### config.mk
export PLATFORM = sky130hd
export DESIGN_NAME = clk_enable_gen
export DESIGN_NICKNAME = d
export VERILOG_FILES = /design/src/rtl/clk_enable_gen.sv
export SDC_FILE = /design/constraint.sdc
export NUM_CORES = 1
export LEC_CHECK = 0
export CORE_AREA = 2 2 190 192
export CTS_CLUSTER_SIZE = 30
export DETAILED_ROUTE_END_ITERATION = 16
export DIE_AREA = 0 0 192 194
export MAX_ROUTING_LAYER = met4
export PLACE_DENSITY = 0.55
export SYNTH_ARGS = -nofsm -noshare
export SYNTH_HDL_FRONTEND = slang
export SYNTH_SLANG_ARGS = --single-unit
### constraint.sdc
create_clock -name clk -period 13.6 [get_ports clk]
set_clock_uncertainty 0.15 [all_clocks]
set_input_delay 1.36 -clock clk [delete_from_list [all_inputs] [get_ports clk]]
set_output_delay 1.36 -clock clk [all_outputs]
set_load 0.005 [all_outputs]
### src/rtl/clk_enable_gen.sv
// clk_enable_gen: synchronous multi-channel clock-enable generator.
//
// Each channel counts system clocks and emits a one-cycle tick every div_eff
// cycles. Each channel also emits a square wave that toggles on every tick.
// Consumers use tick[] as clock enables on clk. Channel 0 drives the CPU and
// can be frozen and single-stepped for debug.
//
// Ports:
//   clk       system clock, rising edge
//   rst_n     asynchronous active-low reset
//   run       global count enable
//   sync_clr  synchronous resync: clears all counters, ticks and square waves
//   cfg_we    divisor write strobe
//   cfg_sel   channel index for the write (indices >= NCH are ignored)
//   cfg_div   new divisor; 0 behaves as 1
//   dbg_hold  freeze channel 0 counting
//   dbg_step  single-step request for channel 0 (level; rising edge used)
//   tick      registered one-cycle enable strobe per channel
//   sq        registered ~50% square wave per channel
module clk_enable_gen #(
  parameter int unsigned          NCH      = 3,
  parameter int unsigned          CNT_W    = 26,
  parameter logic [NCH*CNT_W-1:0] DIV_INIT = {26'd500000, 26'd50000, 26'd25000000}
) (
  input  logic                                   clk,
  input  logic                                   rst_n,
  input  logic                                   run,
  input  logic                                   sync_clr,
  input  logic                                   cfg_we,
  input  logic [((NCH > 1) ? $clog2(NCH) : 1)-1:0] cfg_sel,
  input  logic [CNT_W-1:0]                       cfg_div,
  input  logic                                   dbg_hold,
  input  logic                                   dbg_step,
  output logic [NCH-1:0]                         tick,
  output logic [NCH-1:0]                         sq
);

  logic [CNT_W-1:0] cnt_q   [NCH];
  logic [CNT_W-1:0] cnt_d   [NCH];
  logic [CNT_W-1:0] div_q   [NCH];
  logic [CNT_W-1:0] div_d   [NCH];
  logic [CNT_W-1:0] div_eff [NCH];
  logic [NCH-1:0]   tick_q, tick_d;
  logic [NCH-1:0]   sq_q, sq_d;
  logic             step_q;
  logic             step_rise;

  assign step_rise = dbg_step & ~step_q;

  always_comb begin
    tick_d = '0;
    sq_d   = sq_q;
    for (int i = 0; i < NCH; i++) begin
      cnt_d[i]   = cnt_q[i];
      div_d[i]   = div_q[i];
      div_eff[i] = (div_q[i] == '0) ? CNT_W'(1) : div_q[i];

      if (cfg_we && (32'(cfg_sel) == 32'(i))) begin
        // A write restarts the period but leaves the square-wave phase alone.
        div_d[i] = cfg_div;
        cnt_d[i] = '0;
      end else if (sync_clr) begin
        cnt_d[i] = '0;
        sq_d[i]  = 1'b0;
      end else if ((i == 0) && dbg_hold) begin
        // Counter frozen; each step edge produces exactly one tick.
        tick_d[i] = step_rise;
        if (step_rise) begin
          sq_d[i] = ~sq_q[i];
        end
      end else if (run) begin
        // >= rather than == so an out-of-range count always wraps.
        if (cnt_q[i] >= div_eff[i] - CNT_W'(1)) begin
          cnt_d[i]  = '0;
          tick_d[i] = 1'b1;
          sq_d[i]   = ~sq_q[i];
        end else begin
          cnt_d[i] = cnt_q[i] + CNT_W'(1);
        end
      end
    end
  end

  always_ff @(posedge clk or negedge rst_n) begin
    if (!rst_n) begin
      for (int i = 0; i < NCH; i++) begin
        cnt_q[i] <= '0;
        div_q[i] <= DIV_INIT[i*CNT_W +: CNT_W];
      end
      tick_q <= '0;
      sq_q   <= '0;
      step_q <= 1'b0;
    end else begin
      for (int i = 0; i < NCH; i++) begin
        cnt_q[i] <= cnt_d[i];
        div_q[i] <= div_d[i];
      end
      tick_q <= tick_d;
      sq_q   <= sq_d;
      step_q <= dbg_step;
    end
  end

  assign tick = tick_q;
  assign sq   = sq_q;

endmodule

==> results.toml <==
[outcome]
status = "complete, no violations"

[timing]
tightestPinTransition_ns = 1.26
fin_setup_tns_ns = 0
rsz0062_at_grt = "false"
finalMaxSlewViolations = 0
fmax_mhz = 173
max_slew_margin_pct = 15.8
layout_min_cycle_time_ns = 5.77
setup_slack_ns = 7.83
fin_crit_sh_pct = 42.5
setup_viol = 0
hold_violations = 0
holdWs_ns = 0.331

[placement]
postPlaceCellArea_mm2 = 0.0114
io_buffers = 40
gp_congestion = 0.852
dp.final_hpwl_mm = 20.7
dp.cells = 1679
pre_cts_slack_ns = 7.81

[die]
core_mm2 = 0.0352
initial_core_util_pct = 29.5
io_pins = 41
die_x_um = 192
num_rows = 69
fp.dieH_um = 194
die_area_mm2 = 0.0372

[clock_tree]
numCtsBuffers = 17
htree_levels = 4
cts.path.max_buffers = 2
clk_pin_slew_worst_paths_ns = 0.07
cts_tree = "yes"
cts_post_setup_buffers_inserted = 0
cts_sinks = 163
cts_resized = 0
clockRootBuffer = "clkbuf_16"
cts_hold_buf = 0
clock_latency_ns = 0.45

[synthesis]
ys.flop_type = "dfrtp_1"
synth_top_area_share_pct = 33.2
yosysMostFrequentCell = "nand2_1"
synth-xor-area-share_pct = 6.40
synth_top_family_by_area = "simple AND/OR/NAND/NOR gates"
synth.area.top_cells = "dfrtp_1, ha_1, nand2_1, dfstp_2, xnor2_1"
synth_common_cells = "nand2_1, dfrtp_1, ha_1"
synthMuxAreaShare_pct = 3.38
ys_seq_area_share_pct = 39.5
async_reset_ff_share_pct = 100
synth.distinct_cells = 55
synth-adder-area-share_pct = 10.1
synth_edf_count = 0
synth_top_cell_by_area = "dfrtp_1"
synth-seq-cells = 163
syn-num-nets = 1323
synthSimpleGateAreaFrac_pct = 26.1
synthCells = 1204
yosys_warnings = 0
synth-compound-area-share_pct = 12.3
syn_avg_cell_area_um2 = 8.64
syn_area_mm2 = 0.0104

[final_layout]
fin_area_mm2 = 0.0119
final_cells = 1711
postLayoutCoreUtil_pct = 33.9
area_growth_pct = 14.7
drive_gt1_share_pct = 8.72
final_nets = 1356
n_antenna_cell = 0

[setup_path]
cp-end-kind = "register"
critPathKind = "register to register"
cp.arrival_ns = 5.98
critical_path_required_ns = 13.80
cp_max_fo = 19
r2r_slack_ns = 7.83
r2r_cells = 18
worstSetupStartpointType = "register"

[routing]
drt_iter0_drc = 553
drtPass1Iterations = 5
wl_per_cell_um = 16.4
drc = 0
vias_per_cell = 5.08
vias = 8689
detail-route-antenna-nets = 0
routed_wl_mm = 28.0

[worst_hold_path]
hold_depth = 2
hold_class = "register to register"

[grt]
grt_pass1_wl_mm = 46.5
antenna_found_initial = 0
grt_max_degree = 97
grt-ovfl-total = 0
track_usage_pct = 16.3
grt_pass1_vias = 8695

[power_and_ir_drop]
power_mw = 1.32
vdd_ir_drop_max_v = 0.0000990
leakage_nw = 5.07
power_density_mw_per_mm2 = 111

[run]
cap_violations = 0
-- state kept, by name, summed over array words and instances, names as in the netlist --
name / flops
cnt_q: 78
div_q: 78
sq: 3
tick: 3
step_q: 1
-- cell type report --
cell class | count | area, um^2
repair buffers | 50 | 477
inverters | 24 | 90.1
fillers | 3700 | 23300
well taps | 461 | 577
clock inverters | 15 | 156
multi-input cells | 981 | 6100
clock buffers | 17 | 425
flip-flops and latches | 163 | 4110
-- path summary, 6_finish.rpt --
kind | start | endpoint
max | div_q[39] | cnt_q[31]
min | div_q[18] | div_q[18]
max reg2reg | div_q[39] | cnt_q[31]
min reg2reg | div_q[18] | div_q[18]
max in group asynchronous | rst_n | cnt_q[57]
min in group asynchronous | rst_n | cnt_q[5]
-- power by group --
part	leakage, nW	total, mW	internal, mW	switching, mW
logic	2.68	0.242	0.106	0.136
registers	2.10	0.591	0.537	0.0539
clock network	0.290	0.490	0.248	0.242
total	5.07	1.32	0.891	0.432
-- layout by cell type (no fill, tap or decap), drive strengths merged, types with 39 or more instances in the layout --
cell,Yosys,layout
o21ai,53,53
nand2,264,264
clkdlybuf4s50,0,39
xnor2,46,46
a21oi,69,69
dfrtp,138,138
ha,84,84
nor3,52,52
nand3,68,68
nor2,69,69
-- per-layer routing --
layer  GRT usage [%]  vias to the layer above  routed length (um)
li1                -                     4372                   -
met1            21.0                     4174               13500
met2            25.9                      112               13200
met3            3.08                       31                 792
met4            4.78                        0                 507
met5               -                        -                   0
-- worst max-delay path, cell delays in order (launching register included) --
cell and delay [ns]:
dfrtp_1 0.44, or4_1 0.61, nor4_1 0.46, and3b_1 0.35, a41oi_1 0.19, ha_1 0.27
nand2_1 0.16, nor2_1 0.12, nand3_1 0.16, nor3_1 0.08, xnor2_1 0.17, ha_1 0.28
nand4_1 0.13, nor2_1 0.09, a22oi_1 0.22, nand4_1 0.31, nor2_1 1.04, o21ai_0 0.21
a31oi_1 0.23
-- kinds of logic (layout without fill, tap and decap cells) --
group | count (synthesis) | after routing
flip-flops | 163 | 163
buffers and inverters | 60 | 106
multiplexers | 32 | 32
AND/OR/NAND/NOR | 580 | 580
AO/OA/AOI/OAI | 209 | 209
adder cells (fa/ha/maj) | 84 | 84
XOR/XNOR | 76 | 76
Note: power is estimated with default switching activity, not from simulation.
